--- src/rtl/mem_line_ctrl_if.sv ---
// mem_line_ctrl_if: cache-side request/response bus of the line controller
interface mem_line_ctrl_if #(
  parameter int ADDR_SIZE  = 16,
  parameter int LINE_WORDS = 8
);
  logic                         mem_w_line;
  logic                         mem_r_line;
  logic                         mem_w_one;
  logic                         mem_r_one;
  logic [ADDR_SIZE-1:0]         mem_addr;
  logic [LINE_WORDS-1:0][31:0]  line_store;
  logic [LINE_WORDS-1:0][31:0]  line_read;
  logic                         mem_ready;
  logic                         mem_done;
  modport master (
    output mem_w_line, mem_r_line, mem_w_one, mem_r_one, mem_addr, line_store,
    input  line_read, mem_ready, mem_done
  );
  modport slave (
    input  mem_w_line, mem_r_line, mem_w_one, mem_r_one, mem_addr, line_store,
    output line_read, mem_ready, mem_done
  );
endinterface

--- src/rtl/mem_line_ctrl.sv ---
// mem_line_ctrl: moves cache lines or single words to/from a word-wide SRAM
module mem_line_ctrl #(
  parameter int ADDR_SIZE  = 16,
  parameter int LINE_WORDS = 8
) (
  input  logic                 clk,
  input  logic                 rst_l,
  mem_line_ctrl_if.slave       bus,
  output logic [ADDR_SIZE-1:0] sram_addr,
  output logic [31:0]          sram_wdata,
  output logic                 sram_we,
  output logic                 sram_re,
  input  logic [31:0]          sram_rdata
);
  localparam int LW = $clog2(LINE_WORDS);
  localparam int CW = LW + 1;
  typedef enum logic [2:0] {IDLE, WR_LINE, RD_LINE, WR_ONE, RD_ONE, DONE} state_t;
  state_t                      state;
  logic [CW-1:0]               cnt;
  logic [CW-1:0]               lim;
  logic [ADDR_SIZE-1:0]        base;
  logic [ADDR_SIZE-1:0]        nxt;
  logic [ADDR_SIZE-1:0]        line_base;
  logic [LINE_WORDS-1:0][31:0] data;
  logic                        pend;
  logic [LW-1:0]               pidx;
  logic                        any;
  assign any       = bus.mem_w_line | bus.mem_r_line | bus.mem_w_one | bus.mem_r_one;
  assign line_base = bus.mem_addr & ~ADDR_SIZE'(LINE_WORDS - 1);
  assign lim       = (state == WR_LINE || state == RD_LINE) ? CW'(LINE_WORDS) : CW'(1);
  assign nxt       = base + ADDR_SIZE'(cnt);
  // cnt counts accesses already issued; read data lands one cycle after its strobe
  always_ff @(posedge clk or negedge rst_l) begin
    if (!rst_l) begin
      state         <= IDLE;
      cnt           <= '0;
      base          <= '0;
      data          <= '0;
      pend          <= 1'b0;
      pidx          <= '0;
      sram_addr     <= '0;
      sram_wdata    <= '0;
      sram_we       <= 1'b0;
      sram_re       <= 1'b0;
      bus.line_read <= '0;
      bus.mem_ready <= 1'b1;
      bus.mem_done  <= 1'b0;
    end else begin
      pend <= sram_re;
      pidx <= LW'(cnt - CW'(1));
      if (pend) bus.line_read[pidx] <= sram_rdata;
      case (state)
        IDLE: if (any) begin
          bus.mem_ready <= 1'b0;
          cnt           <= CW'(1);
          base          <= line_base;
          data          <= bus.line_store;
          sram_wdata    <= bus.line_store[0];
          if (bus.mem_w_line) begin
            state     <= WR_LINE;
            sram_we   <= 1'b1;
            sram_addr <= line_base;
          end else if (bus.mem_r_line) begin
            state     <= RD_LINE;
            sram_re   <= 1'b1;
            sram_addr <= line_base;
          end else if (bus.mem_w_one) begin
            state     <= WR_ONE;
            sram_we   <= 1'b1;
            sram_addr <= bus.mem_addr;
          end else begin
            state     <= RD_ONE;
            sram_re   <= 1'b1;
            sram_addr <= bus.mem_addr;
          end
        end
        WR_LINE, WR_ONE: if (cnt == lim) begin
          sram_we      <= 1'b0;
          bus.mem_done <= 1'b1;
          state        <= DONE;
        end else begin
          sram_addr  <= nxt;
          sram_wdata <= data[cnt[LW-1:0]];
          cnt        <= cnt + CW'(1);
        end
        RD_LINE, RD_ONE: if (!sram_re) begin
          bus.mem_done <= 1'b1;
          state        <= DONE;
        end else if (cnt == lim) begin
          sram_re <= 1'b0;
        end else begin
          sram_addr <= nxt;
          cnt       <= cnt + CW'(1);
        end
        DONE: if (!any) begin
          bus.mem_done  <= 1'b0;
          bus.mem_ready <= 1'b1;
          cnt           <= '0;
          state         <= IDLE;
        end
        default: state <= IDLE;
      endcase
    end
  end
endmodule

--- src/flat_wrapper.sv ---
// flat-port wrapper written by rule: the top's interface ports become plain ports
module mem_line_ctrl_flat 
#(
  parameter int ADDR_SIZE  = 16,
  parameter int LINE_WORDS = 8
)
  (clk, rst_l, sram_addr, sram_wdata, sram_we, sram_re, sram_rdata, bus_mem_w_line, bus_mem_r_line, bus_mem_w_one, bus_mem_r_one, bus_mem_addr, bus_line_store, bus_line_read, bus_mem_ready, bus_mem_done);
  mem_line_ctrl_if #(.ADDR_SIZE(ADDR_SIZE), .LINE_WORDS(LINE_WORDS)) bus_i ();
  input  logic clk;
  input  logic rst_l;
  output logic [ADDR_SIZE-1:0] sram_addr;
  output logic [31:0] sram_wdata;
  output logic sram_we;
  output logic sram_re;
  input  logic [31:0] sram_rdata;
  input wire logic [$bits(bus_i.mem_w_line)-1:0] bus_mem_w_line;
  input wire logic [$bits(bus_i.mem_r_line)-1:0] bus_mem_r_line;
  input wire logic [$bits(bus_i.mem_w_one)-1:0] bus_mem_w_one;
  input wire logic [$bits(bus_i.mem_r_one)-1:0] bus_mem_r_one;
  input wire logic [$bits(bus_i.mem_addr)-1:0] bus_mem_addr;
  input wire logic [$bits(bus_i.line_store)-1:0] bus_line_store;
  output wire logic [$bits(bus_i.line_read)-1:0] bus_line_read;
  output wire logic [$bits(bus_i.mem_ready)-1:0] bus_mem_ready;
  output wire logic [$bits(bus_i.mem_done)-1:0] bus_mem_done;
  assign bus_i.mem_w_line = bus_mem_w_line;
  assign bus_i.mem_r_line = bus_mem_r_line;
  assign bus_i.mem_w_one = bus_mem_w_one;
  assign bus_i.mem_r_one = bus_mem_r_one;
  assign bus_i.mem_addr = bus_mem_addr;
  assign bus_i.line_store = bus_line_store;
  assign bus_line_read = bus_i.line_read;
  assign bus_mem_ready = bus_i.mem_ready;
  assign bus_mem_done = bus_i.mem_done;
  mem_line_ctrl #(.ADDR_SIZE(ADDR_SIZE), .LINE_WORDS(LINE_WORDS)) u_core (.clk(clk), .rst_l(rst_l), .bus(bus_i), .sram_addr(sram_addr), .sram_wdata(sram_wdata), .sram_we(sram_we), .sram_re(sram_re), .sram_rdata(sram_rdata));
endmodule
--- config.mk ---
export PLATFORM = sky130hd
export DESIGN_NAME = mem_line_ctrl_flat
export DESIGN_NICKNAME = d
export VERILOG_FILES = /design/src/rtl/mem_line_ctrl_if.sv /design/src/rtl/mem_line_ctrl.sv /design/src/flat_wrapper.sv
export SDC_FILE = /design/constraint.sdc
export NUM_CORES = 1
export LEC_CHECK = 0
export CORE_AREA = 4 4 241 243
export CTS_BUF_LIST = sky130_fd_sc_hd__clkbuf_16
export DETAILED_ROUTE_END_ITERATION = 7
export DIE_AREA = 0 0 245 247
export GPL_ROUTABILITY_DRIVEN = 0
export MAX_ROUTING_LAYER = met4
export PLACE_DENSITY = 0.8
export SLEW_MARGIN = 20
export SYNTH_ARGS = -nofsm -noshare
export SYNTH_HDL_FRONTEND = slang
export SYNTH_SLANG_ARGS = --single-unit
--- constraint.sdc ---
create_clock -name clk -period 2.42 [get_ports clk]
set_input_delay 0.363 -clock clk [delete_from_list [all_inputs] [get_ports clk]]
set_output_delay 0.363 -clock clk [all_outputs]
set_load 0.01 [all_outputs]
==> results of run 1 <==
-- per-layer routing --
metal | GRT usage [%] | wire (µm) | up-vias
met2 | 39.40 | 35510 | 645
met1 | 28.24 | 27760 | 8504
met4 | 8.273 | 2545 | 0
met3 | 5.975 | 5213 | 148
li1 | - | - | 7316
met5 | - | 0 | -
-- kinds of logic (layout without fill, tap and decap cells) --
logic type      after synthesis  after routing
compound gates              117            117
xor+xnor                     14             14
fa+ha+maj                     4              4
buf+inv                     114            801
flops                       588            588
mux                         605            605
other cells                   0             19
simple gates                220            220
-- power groups by stage --
stage                     clock network (mW)  logic, mW  registers, mW
after floorplan                            0       10.8           18.1
after global placement                     0       20.4           17.5
after detailed placement                   0       21.0           17.9
after CTS                               8.79       21.1           17.8
after global routing                    9.15       22.4           18.3
final                                   8.59       20.9           17.8
-- area by class of cell --
type / instances / area (µm²)
fill: 4229 / 21900
multi-input combinational: 960 / 9482
sequential: 588 / 14730
tap: 756 / 945.9
timing repair buffer: 685 / 6994
clock inverter: 45 / 287.8
inverter: 10 / 37.54
antenna: 19 / 47.55
clock buffer: 61 / 1526
-- path summary, 6_finish.rpt --
kind                                                    from  depth (start not counted)                                    end
setup / recovery                   u_core.cnt[0]$_DFFE_PN0P_                          6        u_core.sram_addr[0]$_DFFE_PN0P_
hold / removal                                         rst_l                          2           u_core.data[132]$_DFFE_PN0P_
setup reg to reg                   u_core.cnt[0]$_DFFE_PN0P_                          6        u_core.sram_addr[0]$_DFFE_PN0P_
hold reg to reg            u_core.sram_wdata[21]$_DFFE_PN0P_                          2      u_core.sram_wdata[21]$_DFFE_PN0P_
max in group asynchronous                              rst_l                          3  u_core.bus.line_read[228]$_DFFE_PN0P_
min in group clk                          bus_line_store[69]                          2            u_core.data[69]$_DFFE_PN0P_
-- layout by cell type (no fill, tap or decap), types with 9 or more instances in the layout --
cell                              count
sky130_fd_sc_hd__clkdlybuf4s50_1    616
sky130_fd_sc_hd__nand2_1            127
sky130_fd_sc_hd__clkinv_1            15
sky130_fd_sc_hd__inv_1               22
sky130_fd_sc_hd__buf_4               43
sky130_fd_sc_hd__clkinv_2            11
sky130_fd_sc_hd__nand3_1             39
sky130_fd_sc_hd__clkbuf_16           61
sky130_fd_sc_hd__nor2_1              16
sky130_fd_sc_hd__buf_12              24
sky130_fd_sc_hd__mux2_2             531
sky130_fd_sc_hd__mux4_2              64
sky130_fd_sc_hd__dfrtp_1            583
sky130_fd_sc_hd__a21oi_1              9
sky130_fd_sc_hd__diode_2             19
sky130_fd_sc_hd__o21ai_0             81
-- critical path, delay by kind of cell, from the launching register on --
kind	cells	cell delay, ns
compound gates	1	0.51
buf+inv	1	0.18
simple gates	3	0.59
flops	1	0.52
mux	1	0.35
-- registers in the layout (all words and copies together) (netlist names) --
register / flops
u_core.sram_wdata: 32
u_core.sram_we: 1
u_core.pidx: 3
u_core.cnt: 4
u_core.sram_re: 1
u_core.sram_addr: 16
u_core.bus.line_read: 256
u_core.bus.mem_done: 1
u_core.state: 3
u_core.base: 13
u_core.bus.mem_ready: 1
u_core.pend: 1
u_core.data: 256
-- metrics by stage --
step,setup slack [ns],instance area [µm²],power [mW]
floorplan,0.3490,24650,28.90
global placement,-0.1298,32160,37.89
detailed placement,-0.1737,32160,38.89
CTS,0.1574,33990,47.66
global route,0.01671,34050,49.85
finish,0.1494,34050,47.28
==> summary.txt, run 1 <==
Outcome
  – Result of the run: finished, final reports clean

Logic synthesis
  – Proportion of synthesized area in mux cells: 30.67%
  – Number of enable-type register cells in the synthesized netlist: 0
  – Synth area leader: sky130_fd_sc_hd__dfrtp_1
  – Post-synthesis sequential element count: 588
  – Average cell area after synthesis: 14.83 µm²
  – Largest cells by area after synthesis: sky130_fd_sc_hd__dfrtp_1 60%, sky130_fd_sc_hd__mux2_2 24%, sky130_fd_sc_hd__mux4_2 5.8%
  – Cell area after technology mapping: 0.02465 mm²
  – Synthesized-area fraction occupied by ao, oa, aoi and oai cells: 2.726%
  – Area share of fa/ha/maj cells after synthesis: 0.2030%
  – Syn Nets: 1976
  – Area fraction of the dominant cell type after synthesis: 59.59%
  – Synthesized instance count: ~1700
  – Area share of xor/xnor cells in the synthesized design: 0.4974%
  – Proportion of synthesized flip-flops having asynchronous set or reset: 100.0%
  – Dominant combinational cell family by area after synthesis: multiplexers
  – Count leader, synth: sky130_fd_sc_hd__dfrtp_1
  – Number of unique standard cell types used by synthesis: 55
  – Count of yosys warnings during synthesis: 0
  – Simple-Gate Fraction of Synth Area: 4.147%
  – Seq/Total Area, Yosys: 59.70%
  – Main synth FF type: sky130_fd_sc_hd__dfrtp_1
  – Commonest cells in the synthesized netlist: 587 x sky130_fd_sc_hd__dfrtp_1, 531 x sky130_fd_sc_hd__mux2_2, 127 x sky130_fd_sc_hd__nand2_1

Die
  – Horizontal die dimension: roughly 250 µm
  – Die extent in y: 247 µm
  – Core ar.: around 0.056 mm²
  – Starting Density: 44.06%
  – Die area: approximately 0.06 mm²
  – Row count: 87
  – Number of top-level pins: approximately 620

Power
  – Leakage: 14.35 nW
  – Clock network fraction of design power: 18.2%
  – Logic pwr share: around 44%
  – Sequential share of power: 37.7%
  – P_int: ~32 mW
  – Switching share of power: roughly a third
  – P_sw: around 15 mW
  – IR drop worst, VDD: 0.6714 mV
  – Power density over cell area: around 1400 mW/mm²

Worst setup path
  – CP Cell Sequence: nor4b_4, nor3b_1, a311oi_2, and2_1, buf_12, mux2_2
  – Class of the most critical setup path: flop to flop
  – Setup slack on the worst flop-to-flop path: ~0.15 ns
  – Critical Path Slowest Stage Cell: sky130_fd_sc_hd__dfrtp_4
  – Crit path capture type: flop
  – Highest net fanout along the worst path: 16
  – Highest cell delay on the worst timing path: 0.52 ns
  – Critical path launch point type: flop
  – Required time of the critical path: 2.90 ns
  – Worst endpoint data arrival time: 2.75 ns

Drt
  – Detailed-router iteration count before antenna repair: 5
  – Routed WL: 71030 µm
  – Drt via density: 5.318
  – Remaining design rule violation count: 0
  – Routed WL per cell: 22.74 µm
  – First-iteration detailed-routing DRC count: roughly 890
  – Post-route antenna net violation count: 0
  – Number of vias in the routed layout: 16613

Final layout
  – Net count reported at finish: 2618
  – Syn-to-layout area delta: 38.12%
  – Finished Core Util: 60.85%
  – Share of layout cells above drive strength 1: around 33%
  – Final instance count without filler cells: 3124

Placed design
  – Port buffer count: about 620
  – Number of placed instances with taps included: 2998
  – HPWL Detailed: just over 50000 µm

CTS
  – Number of buffers on the longest clock path: 3
  – Number of sinks on the clock net: 588
  – Post-cts sizing count: 0
  – H-tree Lvls: 2
  – CTS tree: yes
  – CTS Buf Count: 59
  – Buffer cell driving the clock tree root: sky130_fd_sc_hd__clkbuf_16
  – Clock Latency Late Sink: roughly 0.60 ns
  – Post-CTS Setup Bufs: 0
  – Cts-stage hold buffer count: 1
  – Clk slew on worst S/H paths: approximately 0.070 ns

Hold path
  – Min-Delay Path Class: input pin to async pin

Global routing
  – Number of global-route vias before repair: 18023
  – Largest net degree at the start of global routing: 81
  – Antenna violations before repair: 19
  – Aggregate global-route resource usage: 23.64%
  – First-pass GRT wire length: ~110000 µm
  – GR Overflow Total: 0

Timing
  – Setup TNS: 0 ns
  – Worst slew pin tran: 0.7526 ns
  – Ratio of final minimum period to clock period: 93.83%
  – Setup violation total in the final timing report: 0
  – Fin. Hold Viols: 0
  – Period minus WS final: 2.271 ns
  – Worst hold margin: 0.3693 ns
  – Normalized max-slew margin: approximately half
  – Maximum clock frequency: ~440 MHz
  – Pins Over Slew Limit: 0
  – Worst Skew: 0.01574 ns
  – Setup repair after global routing missed its margin: false

Job
  – Number of max-capacitance violations reported: 0
Note: power is estimated with default switching activity, not from simulation.
==> run 2, diff against run 1 <==
--- a/config.mk
+++ b/config.mk
@@ -12,6 +12,8 @@
 export GPL_ROUTABILITY_DRIVEN = 0
 export MAX_ROUTING_LAYER = met4
 export PLACE_DENSITY = 0.8
+export REMOVE_ABC_BUFFERS = 1
+export SETUP_SLACK_MARGIN = 0.15
 export SLEW_MARGIN = 20
 export SYNTH_ARGS = -nofsm -noshare
 export SYNTH_HDL_FRONTEND = slang
==> summary.txt, run 2 (synthesis results as in run 1) <==
Outcome
  – Result of the run: finished, final reports clean

Drt
  – First-iteration detailed-routing DRC count: 884
  – Number of vias in the routed layout: 16843
  – Detailed-router iteration count before antenna repair: 5
  – Routed WL: 72190 µm
  – Drt via density: 5.369
  – Routed WL per cell: 23.01 µm
  – Post-route antenna net violation count: 0
  – Remaining design rule violation count: 0

Job
  – Number of max-capacitance violations reported: 0

Die
  – Number of top-level pins: 618
  – Starting Density: 44.06%
  – Die extent in y: 247 µm
  – Die area: 0.06052 mm²
  – Core ar.: 0.05595 mm²
  – Row count: 87
  – Horizontal die dimension: 245 µm

Timing
  – Setup repair after global routing missed its margin: false
  – Worst hold margin: 0.2283 ns
  – Maximum clock frequency: between 400 and 500 MHz
  – Ratio of final minimum period to clock period: 88.18%
  – Fin. Hold Viols: 0
  – Pins Over Slew Limit: 0
  – Worst Skew: 0.02088 ns
  – Setup violation total in the final timing report: 0
  – Normalized max-slew margin: 54.89%
  – Period minus WS final: 2.134 ns
  – Worst slew pin tran: 0.6718 ns

Global routing
  – GR Overflow Total: 0
  – Largest net degree at the start of global routing: between 80 and 90
  – First-pass GRT wire length: 109100 µm
  – Antenna violations before repair: 16
  – Aggregate global-route resource usage: roughly 24%
  – Number of global-route vias before repair: around 18000

Final layout
  – Finished Core Util: 60.92%
  – Number of fillers in the final layout: 4176
  – Most common cell after layout, fill and taps aside: sky130_fd_sc_hd__clkdlybuf4s50_1
  – Syn-to-layout area delta: 38.28%
  – Net count reported at finish: 2637
  – Final instance count without filler cells: 3137
  – Final instance area: about 0.034 mm²
  – Top library cells by usage in the layout, fill and taps aside: 616 x sky130_fd_sc_hd__clkdlybuf4s50_1, 583 x sky130_fd_sc_hd__dfrtp_1, 531 x sky130_fd_sc_hd__mux2_2
  – Share of layout cells above drive strength 1: 33.46%
  – Biggest regs: u_core.bus.line_read: 256 flops, u_core.data: 256 flops, u_core.sram_wdata: 32 flops

Placed design
  – HPWL Detailed: 53000 µm
  – Port buffer count: approximately 620
  – Placement Cell Area: 0.03227 mm²
  – Number of placed instances with taps included: slightly above 3000

CTS
  – Clk slew on worst S/H paths: approximately 0.060 ns
  – CTS Buf Count: 58
  – Number of buffers on the longest clock path: 3
  – H-tree Lvls: 2
  – CTS tree: yes
  – Buffer cell driving the clock tree root: sky130_fd_sc_hd__clkbuf_16
  – Clock Latency Late Sink: about 0.60 ns
  – Post-CTS Setup Bufs: 0
  – Number of sinks on the clock net: between 500 and 600

Worst setup path
  – Highest cell delay on the worst timing path: ~0.59 ns
  – CP Cell Sequence: nor4b_2, nor3b_2, a311oi_2, and2_1, buf_12, mux2_4
  – Highest net fanout along the worst path: 16
  – Required time of the critical path: 2.89 ns
  – Worst endpoint data arrival time: 2.60 ns
  – Crit path capture type: flop
  – Class of the most critical setup path: flop to flop
  – Worst flop-to-flop path startpoint: u_core.cnt[0]$_DFFE_PN0P_
  – Critical Path Slowest Stage Cell: sky130_fd_sc_hd__dfrtp_4
  – Critical path launch point type: flop
  – Timing startpoint of the critical path: u_core.cnt[0]$_DFFE_PN0P_

Power
  – Leakage: 14.39 nW
  – Power density over cell area: 1395 mW/mm²
  – Final Power: 47.54 mW
  – IR drop worst, VDD: 0.6622 mV

Hold path
  – Min-Delay Path Class: input pin to async pin
[run 2: final timing paths]
path	depth (start not counted)	slack, ns	endpoint
max	6	0.29	u_core.sram_addr[7]$_DFFE_PN0P_
min	2	0.23	u_core.sram_wdata[31]$_DFFE_PN0P_
min reg2reg	2	0.49	u_core.sram_wdata[4]$_DFFE_PN0P_
min in group clk	2	0.37	u_core.data[39]$_DFFE_PN0P_
max in group asynchronous	4	1.29	u_core.bus.line_read[203]$_DFFE_PN0P_
max reg2reg	6	0.29	u_core.sram_addr[7]$_DFFE_PN0P_
[run 2: stage by stage]
stage          setup slack [ns]   TNS, ns
6_report                 0.2860         0
5_1_grt                  0.1826         0
4_1_cts                  0.1919         0
3_5_place_dp            -0.1026    -18.87
3_3_place_gp           -0.09897    -18.01
2_1_floorplan            -4.287  -1409.53
[run 2: layout make-up]
class / count / area, µm² / area share (%)
clock buffer: 59 / 1476 / 4.331
sequential: 588 / 14730 / 43.20
tap: 756 / 945.9 / 2.775
inverter: 10 / 37.54 / 0.1101
antenna: 17 / 42.54 / 0.1248
multi-input combinational: 960 / 9473 / 27.79
timing repair buffer: 705 / 7107 / 20.85
clock inverter: 42 / 279.0 / 0.8186
[run 2: layer usage]
layer  vias up  share of wire [%]  track usage [%]
li1       7354                  -                -
met1      8686                 40            29.81
met2       678                 50            39.77
met3       125                6.9            5.313
met4         0                3.1            8.105
met5         -                  0                -
[run 2: timing repair]
item                                    CTS  global route
endpoints found under the hold margin    22             0
gates resized for setup                   0             2
hold buffers                              1             0
endpoints found under the setup margin    0            11
[run 2: power breakdown]
part           internal, mW  total (mW)  leakage, nW  switching (mW)
sequential             14.8        17.9         7.06            3.09
combinational          12.5        21.1         6.44            8.58
clock                  4.71        8.48        0.889            3.77
total                  32.1        47.5         14.4            15.4
[run 2: critical path, delay by kind of cell (launching register included)]
family	cells	cell delay, ns
and+or+nand+nor	3	0.86
buffers and inverters	1	0.16
muxes	1	0.29
AOI/OAI and AO/OA	1	0.08
DFF	1	0.59
==> run 3, diff against run 2 <==
--- a/config.mk
+++ b/config.mk
@@ -18,3 +18,4 @@
 export SYNTH_ARGS = -nofsm -noshare
 export SYNTH_HDL_FRONTEND = slang
 export SYNTH_SLANG_ARGS = --single-unit
+export TNS_END_PERCENT = 5
==> summary.txt, run 3 (synthesis results as in run 1) <==
Timing
  – Worst Skew: around 0.019 ns
  – Setup violation total in the final timing report: 0
  – Normalized max-slew margin: 53.88%
  – Worst slew pin tran: 0.6869 ns
  – Period minus WS final: 2.220 ns
  – Slack of the critical path: approximately 0.2 ns
  – Pins Over Slew Limit: 0
  – Ratio of final minimum period to clock period: 91.74%
  – Maximum clock frequency: roughly 450 MHz
  – Fin. Hold Viols: 0
  – Setup repair after global routing missed its margin: true

Job
  – Number of max-capacitance violations reported: 0

CTS
  – Clock Latency Late Sink: 0.60 ns
  – CTS tree: yes
  – CTS Buf Count: 58
  – Buffer cell driving the clock tree root: sky130_fd_sc_hd__clkbuf_16
  – Clk slew on worst S/H paths: 0.06 ns
  – Number of sinks on the clock net: 588
  – Post-CTS Setup Bufs: 0
  – H-tree Lvls: 2
  – Number of buffers on the longest clock path: 3

Final layout
  – Finished Core Util: 60.91%
  – Share of layout cells above drive strength 1: between 30 and 40%
  – Biggest regs: u_core.bus.line_read: 256 flops, u_core.data: 256 flops, u_core.sram_wdata: 32 flops
  – Net count reported at finish: 2637
  – Top library cells by usage in the layout, fill and taps aside: 616 x sky130_fd_sc_hd__clkdlybuf4s50_1, 583 x sky130_fd_sc_hd__dfrtp_1, 531 x sky130_fd_sc_hd__mux2_2
  – Most common cell after layout, fill and taps aside: sky130_fd_sc_hd__clkdlybuf4s50_1
  – Syn-to-layout area delta: 38.26%

Die
  – Number of top-level pins: 618
  – Horizontal die dimension: between 200 and 250 µm
  – Die extent in y: between 200 and 250 µm
  – Core ar.: 0.05595 mm²
  – Die area: 0.06052 mm²
  – Row count: 87
  – Starting Density: 44.06%

Placed design
  – HPWL Detailed: roughly 53000 µm
  – Worst slack at placement: -0.1026 ns
  – Port buffer count: 617

Drt
  – Number of vias in the routed layout: around 17000
  – First-iteration detailed-routing DRC count: between 800 and 900
  – Routed WL per cell: 23.02 µm
  – Remaining design rule violation count: 0
  – Drt via density: 5.363
  – Routed WL: 72210 µm
  – Detailed-router iteration count before antenna repair: 5
  – Post-route antenna net violation count: 0

Power
  – Final Power: around 48 mW
  – IR drop worst, VDD: roughly 0.66 mV
  – Leakage: 14.38 nW
  – Power density over cell area: 1395 mW/mm²

Outcome
  – Result of the run: finished, final reports clean

Worst setup path
  – Required time of the critical path: approximately 2.9 ns
  – Critical path launch point type: flop
  – Critical Path Slowest Stage Cell: sky130_fd_sc_hd__dfrtp_4
  – Highest cell delay on the worst timing path: 0.59 ns
  – Worst endpoint data arrival time: between 2 and 3 ns
  – Class of the most critical setup path: flop to flop
  – CP Cell Sequence: nor4b_2, nor3b_1, a311oi_2, and2_1, buf_12, mux2_4
  – Highest net fanout along the worst path: 16
  – Crit path capture type: flop

Global routing
  – Antenna violations before repair: 16
  – Aggregate global-route resource usage: 24.11%
  – Largest net degree at the start of global routing: 88
  – Number of global-route vias before repair: 18215
  – GR Overflow Total: 0
  – First-pass GRT wire length: 109100 µm

Hold path
  – Min-Delay Path Class: input pin to async pin
## run 3: cell counts in the layout (fill, tap and decap cells not counted)
Identical to the previous run, type by type.
## run 3: repair_timing
item                       in CTS  in global routing
hold buffers                    1                  0
gates resized for setup         0                  1
hold endpoints to repair       22                  0
setup endpoints to repair       0                 11
## run 3: area by class of cell
class / instances / area [µm²]
tap: 756 / 945.9
fill: 4176 / 21870
inverter: 10 / 37.54
clock buffer: 59 / 1476
antenna: 17 / 42.54
multi-input combinational: 960 / 9468
sequential: 588 / 14730
clock inverter: 42 / 279.0
timing repair buffer: 705 / 7107
## run 3: per-stage QoR
| step | hold WS (ns) | instances | TNS [ns] | instance area [µm²] |
|---|---|---|---|---|
| 6_report | 0.2297 | 3137 | 0 | 34080 |
| 5_1_grt | 0.2335 | 3135 | 0 | 34080 |
| 4_1_cts | 0.1963 | 3120 | 0 | 34030 |
| 3_5_place_dp | 0.2727 | 3018 | -18.87 | 32270 |
| 3_3_place_gp | 0.2690 | 3018 | -18.01 | 32270 |
| 2_1_floorplan | 0.06741 | 1558 | -1409.53 | 24180 |
## run 3: path summary, 6_finish.rpt
kind	start	to	slack, ns	depth (start not counted)
worst max-delay path	u_core.cnt[0]$_DFFE_PN0P_	u_core.sram_addr[7]$_DFFE_PN0P_	0.20	6
worst min-delay path	rst_l	u_core.sram_wdata[31]$_DFFE_PN0P_	0.23	2
worst max register to register	u_core.cnt[0]$_DFFE_PN0P_	u_core.sram_addr[7]$_DFFE_PN0P_	0.20	6
worst min register to register	u_core.sram_wdata[4]$_DFFE_PN0P_	u_core.sram_wdata[4]$_DFFE_PN0P_	0.49	2
max in group asynchronous	rst_l	u_core.bus.line_read[167]$_DFFE_PN0P_	1.29	4
min in group clk	bus_line_store[39]	u_core.data[39]$_DFFE_PN0P_	0.37	2
## run 3: routing by layer
layer	up-vias	wire, µm	track usage [%]
met5	-	0	-
met3	128	4929	5.313
met2	655	35860	39.77
li1	7351	-	-
met4	0	2284	8.105
met1	8690	29130	29.81
## run 3: report_power, final
group / internal (mW) / leakage [nW] / switching [mW]
clock: 4.71 / 0.889 / 3.78
sequential: 14.8 / 7.06 / 3.09
combinational: 12.5 / 6.44 / 8.58
total: 32.1 / 14.4 / 15.5
## run 3: critical path: cells and delay by family (launching register included)
kind,cells,cell delay (ns)
multiplexers,1,0.29
buffers and inverters,1,0.16
AO/OA/AOI/OAI,1,0.09
flip-flops,1,0.59
AND/OR/NAND/NOR,3,0.94
